==> config.mk <==
export PLATFORM = sky130hd
export DESIGN_NAME = load_use_hazard_unit_flat
export DESIGN_NICKNAME = d
export VERILOG_FILES = /design/src/rtl/load_use_hazard_unit_if.sv /design/src/rtl/load_use_hazard_unit.sv /design/src/flat_wrapper.sv
export SDC_FILE = /design/constraint.sdc
export NUM_CORES = 1
export LEC_CHECK = 0
export BUFFER_PORTS_ARGS = -buffer_cell sky130_fd_sc_hd__clkbuf_2
export CELL_PAD_IN_SITES_DETAIL_PLACEMENT = 1
export CELL_PAD_IN_SITES_GLOBAL_PLACEMENT = 1
export CORE_UTILIZATION = 21
export DETAILED_ROUTE_END_ITERATION = 16
export PLACE_DENSITY_LB_ADDON = 0.1
export SYNTH_ARGS = -nofsm -noshare
export SYNTH_HDL_FRONTEND = slang
export SYNTH_SLANG_ARGS = --single-unit
==> constraint.sdc <==
create_clock -name clk -period 1 [get_ports clk]
set_input_delay 0.2 -clock clk [delete_from_list [all_inputs] [get_ports clk]]
set_output_delay 0.2 -clock clk [all_outputs]
set_load 0.05 [all_outputs]
==> src/rtl/load_use_hazard_unit_if.sv <==
// Bus bundle between the ID-stage hazard unit and the pipeline control logic.
// The pipeline drives operand/EX information (master); the hazard unit answers with stall controls (slave).
interface load_use_hazard_unit_if #(
  parameter int NUM_SRC = 2,
  parameter int REG_W   = 3,
  parameter int CNT_W   = 16
);
  logic                     id_valid;
  logic [NUM_SRC*REG_W-1:0] id_src;
  logic [NUM_SRC-1:0]       id_src_used;
  logic                     ex_mem_read;
  logic [REG_W-1:0]         ex_dest;
  logic                     ex_dest_valid;
  logic                     mem_stall;
  logic                     clear_counts;
  logic                     stall_id;
  logic                     bubble_ex;
  logic [CNT_W-1:0]         hazard_count;
  logic [CNT_W-1:0]         bubble_count;

  modport master (
    output id_valid, id_src, id_src_used, ex_mem_read, ex_dest, ex_dest_valid,
           mem_stall, clear_counts,
    input  stall_id, bubble_ex, hazard_count, bubble_count
  );

  modport slave (
    input  id_valid, id_src, id_src_used, ex_mem_read, ex_dest, ex_dest_valid,
           mem_stall, clear_counts,
    output stall_id, bubble_ex, hazard_count, bubble_count
  );
endinterface

==> src/rtl/load_use_hazard_unit.sv <==
// Load-use hazard detector and multi-cycle bubble sequencer for the LC-3b ID stage.
// Define HAZARD_PERF_CNT_EN to build the saturating hazard/bubble performance counters.
module load_use_hazard_unit #(
  parameter int NUM_SRC      = 2,
  parameter int REG_W        = 3,
  parameter int STALL_CYCLES = 1,
  parameter int CNT_W        = 16
) (
  input  logic                  clk,
  input  logic                  rst_n,
  load_use_hazard_unit_if.slave bus
);

  typedef enum logic {IDLE, STALL} state_t;

  localparam logic [3:0] REM_INIT = 4'(STALL_CYCLES - 1);

  state_t     state, state_nxt;
  logic [3:0] rem, rem_nxt;
  logic       src_match;
  logic       hit;
  logic       stall;
  logic       bubble;
  logic       count_hazard;

  // R0 is an ordinary register here, so every used operand is compared.
  always_comb begin
    src_match = 1'b0;
    for (int i = 0; i < NUM_SRC; i++) begin
      if (bus.id_src_used[i] && (bus.id_src[i*REG_W +: REG_W] == bus.ex_dest))
        src_match = 1'b1;
    end
  end

  assign hit = bus.id_valid & bus.ex_mem_read & bus.ex_dest_valid & src_match;

  always_ff @(posedge clk) begin
    if (!rst_n) begin
      state <= IDLE;
      rem   <= 4'd0;
    end else begin
      state <= state_nxt;
      rem   <= rem_nxt;
    end
  end

  always_comb begin
    state_nxt    = state;
    rem_nxt      = rem;
    stall        = 1'b0;
    bubble       = 1'b0;
    count_hazard = 1'b0;
    case (state)
      IDLE: begin
        if (bus.mem_stall) begin
          stall = 1'b1;
        end else if (hit) begin
          stall        = 1'b1;
          bubble       = 1'b1;
          count_hazard = 1'b1;
          if (STALL_CYCLES > 1) begin
            state_nxt = STALL;
            rem_nxt   = REM_INIT;
          end
        end
      end
      STALL: begin
        // A cache stall freezes the bubble sequence without consuming a bubble.
        stall = 1'b1;
        if (!bus.mem_stall) begin
          bubble  = 1'b1;
          rem_nxt = rem - 4'd1;
          if (rem == 4'd1)
            state_nxt = IDLE;
        end
      end
      default: begin
        state_nxt = IDLE;
      end
    endcase
    if (!rst_n) begin
      stall        = 1'b0;
      bubble       = 1'b0;
      count_hazard = 1'b0;
    end
  end

  assign bus.stall_id  = stall;
  assign bus.bubble_ex = bubble;

`ifdef HAZARD_PERF_CNT_EN
  logic [CNT_W-1:0] hazard_cnt;
  logic [CNT_W-1:0] bubble_cnt;

  // Clear wins over a same-cycle increment; both counters stick at all-ones.
  always_ff @(posedge clk) begin
    if (!rst_n || bus.clear_counts) begin
      hazard_cnt <= '0;
      bubble_cnt <= '0;
    end else begin
      if (count_hazard && (hazard_cnt != {CNT_W{1'b1}}))
        hazard_cnt <= hazard_cnt + CNT_W'(1);
      if (bubble && (bubble_cnt != {CNT_W{1'b1}}))
        bubble_cnt <= bubble_cnt + CNT_W'(1);
    end
  end

  assign bus.hazard_count = hazard_cnt;
  assign bus.bubble_count = bubble_cnt;
`else
  logic unused_clear_counts;
  logic unused_count_hazard;

  assign unused_clear_counts = bus.clear_counts;
  assign unused_count_hazard = count_hazard;
  assign bus.hazard_count    = '0;
  assign bus.bubble_count    = '0;
`endif

endmodule
==> src/flat_wrapper.sv <==
// flat-port wrapper written by rule: the top's interface ports become plain ports
module load_use_hazard_unit_flat 
#(
  parameter int NUM_SRC      = 2,
  parameter int REG_W        = 3,
  parameter int STALL_CYCLES = 1,
  parameter int CNT_W        = 16
)
  (clk, rst_n, bus_id_valid, bus_id_src, bus_id_src_used, bus_ex_mem_read, bus_ex_dest, bus_ex_dest_valid, bus_mem_stall, bus_clear_counts, bus_stall_id, bus_bubble_ex, bus_hazard_count, bus_bubble_count);
  load_use_hazard_unit_if #(.NUM_SRC(NUM_SRC), .REG_W(REG_W), .CNT_W(CNT_W)) bus_i ();
  input  logic clk;
  input  logic rst_n;
  input wire logic [$bits(bus_i.id_valid)-1:0] bus_id_valid;
  input wire logic [$bits(bus_i.id_src)-1:0] bus_id_src;
  input wire logic [$bits(bus_i.id_src_used)-1:0] bus_id_src_used;
  input wire logic [$bits(bus_i.ex_mem_read)-1:0] bus_ex_mem_read;
  input wire logic [$bits(bus_i.ex_dest)-1:0] bus_ex_dest;
  input wire logic [$bits(bus_i.ex_dest_valid)-1:0] bus_ex_dest_valid;
  input wire logic [$bits(bus_i.mem_stall)-1:0] bus_mem_stall;
  input wire logic [$bits(bus_i.clear_counts)-1:0] bus_clear_counts;
  output wire logic [$bits(bus_i.stall_id)-1:0] bus_stall_id;
  output wire logic [$bits(bus_i.bubble_ex)-1:0] bus_bubble_ex;
  output wire logic [$bits(bus_i.hazard_count)-1:0] bus_hazard_count;
  output wire logic [$bits(bus_i.bubble_count)-1:0] bus_bubble_count;
  assign bus_i.id_valid = bus_id_valid;
  assign bus_i.id_src = bus_id_src;
  assign bus_i.id_src_used = bus_id_src_used;
  assign bus_i.ex_mem_read = bus_ex_mem_read;
  assign bus_i.ex_dest = bus_ex_dest;
  assign bus_i.ex_dest_valid = bus_ex_dest_valid;
  assign bus_i.mem_stall = bus_mem_stall;
  assign bus_i.clear_counts = bus_clear_counts;
  assign bus_stall_id = bus_i.stall_id;
  assign bus_bubble_ex = bus_i.bubble_ex;
  assign bus_hazard_count = bus_i.hazard_count;
  assign bus_bubble_count = bus_i.bubble_count;
  load_use_hazard_unit #(.NUM_SRC(NUM_SRC), .REG_W(REG_W), .STALL_CYCLES(STALL_CYCLES), .CNT_W(CNT_W)) u_core (.clk(clk), .rst_n(rst_n), .bus(bus_i));
endmodule
==> impl_metrics.yaml <==
die:
  rows: 18
  die_h_um: 54.3
  core_region_area_um2: 2520
  ios: 52
  die_area_um2: 2950
  die_x_um: 54.3
  initial_core_util: 0.228
global_routing:
  track_usage: 0.0778
  grt_max_degree: 5
  grt_pass1_vias: 412
  grt_first_pass_wirelength_um: 1610
  antenna_found_initial: 0
  grt.overflow.total: 0
layout:
  final_area_um2: 806
  layout.nets: 118
  syn2layout_area_growth_pct: 40.3
  final_common_cell: "conb_1"
  multi_input_area_um2: 434
  drive_above_1_share: 0.485
  layout_common_cells: "conb_1 (32), clkbuf_2 (12), xnor2_2 (7)"
  ff_latch_area_um2: 104
  antenna_cells: 0
  final_cells: 127
  filler_cell_count: 299
  final_util: 0.319
clock_tree:
  clkTransAtPathRegs_ns: 0.05
  cts_root_buf: "clkbuf_4"
  cts.sinks: 5
  cts_buffers: 3
  cts_tree: "yes"
  holdBufCountCts: 0
  cts_max_path_buffers: 2
  cts_max_level: 1
  clk_latency_ns: 0.25
routing:
  routed_wl_um: 1120
  drt-initial-drc-count: 4
  drtPass1Iterations: 4
  via_per_inst: 3.50
  drc: 0
  wl_per_cell_um: 8.82
  postRouteAntennaNets: 0
  vias: 445
synthesis:
  synth_cells: 70
  synth_top_family_by_area: "buffers and inverters"
  synth-seq-cells: 5
  yosysTopAreaCell: "buf_4"
  syn_area_um2: 574
  synth-compound-area-share: 0.0545
  synth_cell_types: 17
  ys_seq_area_frac: 0.174
  synth_xor_area_frac: 0.137
  synth_area_leaders: "buf_4 (42%), dfxtp_1 (17%), xnor2_1 (14%)"
  synth-adder-area-share: 0.0436
  synth_mux_area_frac: 0
  ys_warn_count: 0
  synth.avg_cell_area_um2: 8.20
  yosysTopAreaCellShare: 0.418
  yosys.area_share.simple: 0.153
sta:
  finalWorstSetupSlack_ns: -0.307
  setup_viol: 2
  hold_violations: 0
  drv_slew: 0
  rsz0062_at_grt: "yes"
  holdWs_ns: 0.348
  period_minus_slack_ns: 1.31
  fin_skew_ns: 0.00456
  finalCritPeriodShare: 1.31
  fmax_mhz: 765
run_status:
  status: "finished, violations left"
  violations: "setup timing"
power:
  p_int_mw: 0.432
  p_per_area_nw_per_um2: 1040
  p_clk_frac: 0.291
  switching_share: 0.485
  vdd_drop_max_v: 0.000592
  leakagePower_nw: 0.407
  combPwrFrac: 0.471
  power_frac_seq: 0.238
  net-switching-power_mw: 0.407
min_path:
  hold_class: "in -> reg"
placement:
  pre_cts_slack_ns: -0.441
  gp_congestion: 0.642
  dp.cells: 121
  dp_hpwl_um: 862
  placed_area_um2: 633
  numPortBuffers: 18
setup_path:
  cp_max_fo: 2
  required_ns: 0.80
  startpoint_type: "primary input"
  arrival_ns: 1.11
  worstSetupPathType: "in -> out"
  cp-end-kind: "primary output"
  rrSetupSlack_ns: 0.02
job:
  maxCapViolCount: 0
## cell usage after synthesis
| master | n |
|---|---|
| o211a_1 | 1 |
| nor2_1 | 1 |
| inv_1 | 2 |
| a21o_1 | 1 |
| conb_1 | 1 |
| buf_4 | 32 |
| xnor2_1 | 9 |
| nand2_1 | 5 |
| nor4b_1 | 1 |
| nor3_1 | 1 |
| a21oi_2 | 1 |
| nand4_1 | 3 |
| and2_1 | 3 |
| ha_1 | 2 |
| o21ai_0 | 1 |
| dfxtp_1 | 5 |
| nor2b_4 | 1 |
## metal layers
| metal | GRT usage | part of all wire | vias up |
|---|---|---|---|
| li1 | - | - | 212 |
| met1 | 0.0748 | 0.33 | 204 |
| met2 | 0.150 | 0.56 | 29 |
| met3 | 0.0361 | 0.11 | 0 |
| met4 | 0.0128 | 0 | 0 |
| met5 | 0 | 0 | - |
## cell type report
type,instances,share of cell area
Clock buffer,4,0.0326
Inverter,2,0.00932
Multi-Input combinational cell,62,0.539
Sequential cell,5,0.129
Tap cell,30,0.0466
Timing Repair Buffer,24,0.244
## power by group through the flow
stage          Clock, mW  Sequential (mW)  Combinational [mW]
6_report           0.244            0.200               0.395
5_1_grt            0.268            0.199               0.415
4_1_cts            0.252            0.200               0.388
3_5_place_dp           0            0.204               0.358
3_3_place_gp           0            0.204               0.359
2_1_floorplan          0            0.204               0.400
## worst max-delay path, stage by stage
cell and delay, ns:
buf_6 0.09, xnor2_2 0.14, nand4_1 0.11, a21o_1 0.24, a21oi_4 0.17, buf_8 0.15
## state kept, by name, summed over array words and instances (netlist names)
| signal | count |
|---|---|
| u_core.state | 1 |
| u_core.rem | 4 |
## stage by stage
step | TNS, ns | power, mW
final | -0.526 | 0.839
after global routing | -0.773 | 0.882
after CTS | -0.570 | 0.840
after detailed placement | -0.845 | 0.562
after global placement | -0.793 | 0.562
after floorplan | -0.220 | 0.604
## what timing repair did
item | in CTS | in global routing
hold endpoints to repair | 0 | 0
resized for setup | 12 | 19
pin swaps | 4 | 13
endpoints found under the setup margin | 4 | 7
buffers inserted | 2 | 0
## cell families (layout without fill, tap and decap cells)
kind of cell,Yosys count,in the layout
buffers and inverters,34,30
AND/OR/NAND/NOR,15,15
XOR/XNOR,9,9
flip-flops,5,5
AO/OA/AOI/OAI,4,4
adder cells (fa/ha/maj),2,2
other,1,32
## final timing paths
kind,from,end,cells after the start
worst min-delay path,rst_n,u_core.rem[3],3
worst min register to register,u_core.rem[1],u_core.rem[1],1
worst max register to register,u_core.state,u_core.rem[3],4
worst max-delay path,bus_id_src[2],bus_bubble_ex,6
Note: power is estimated with default switching activity, not from simulation.
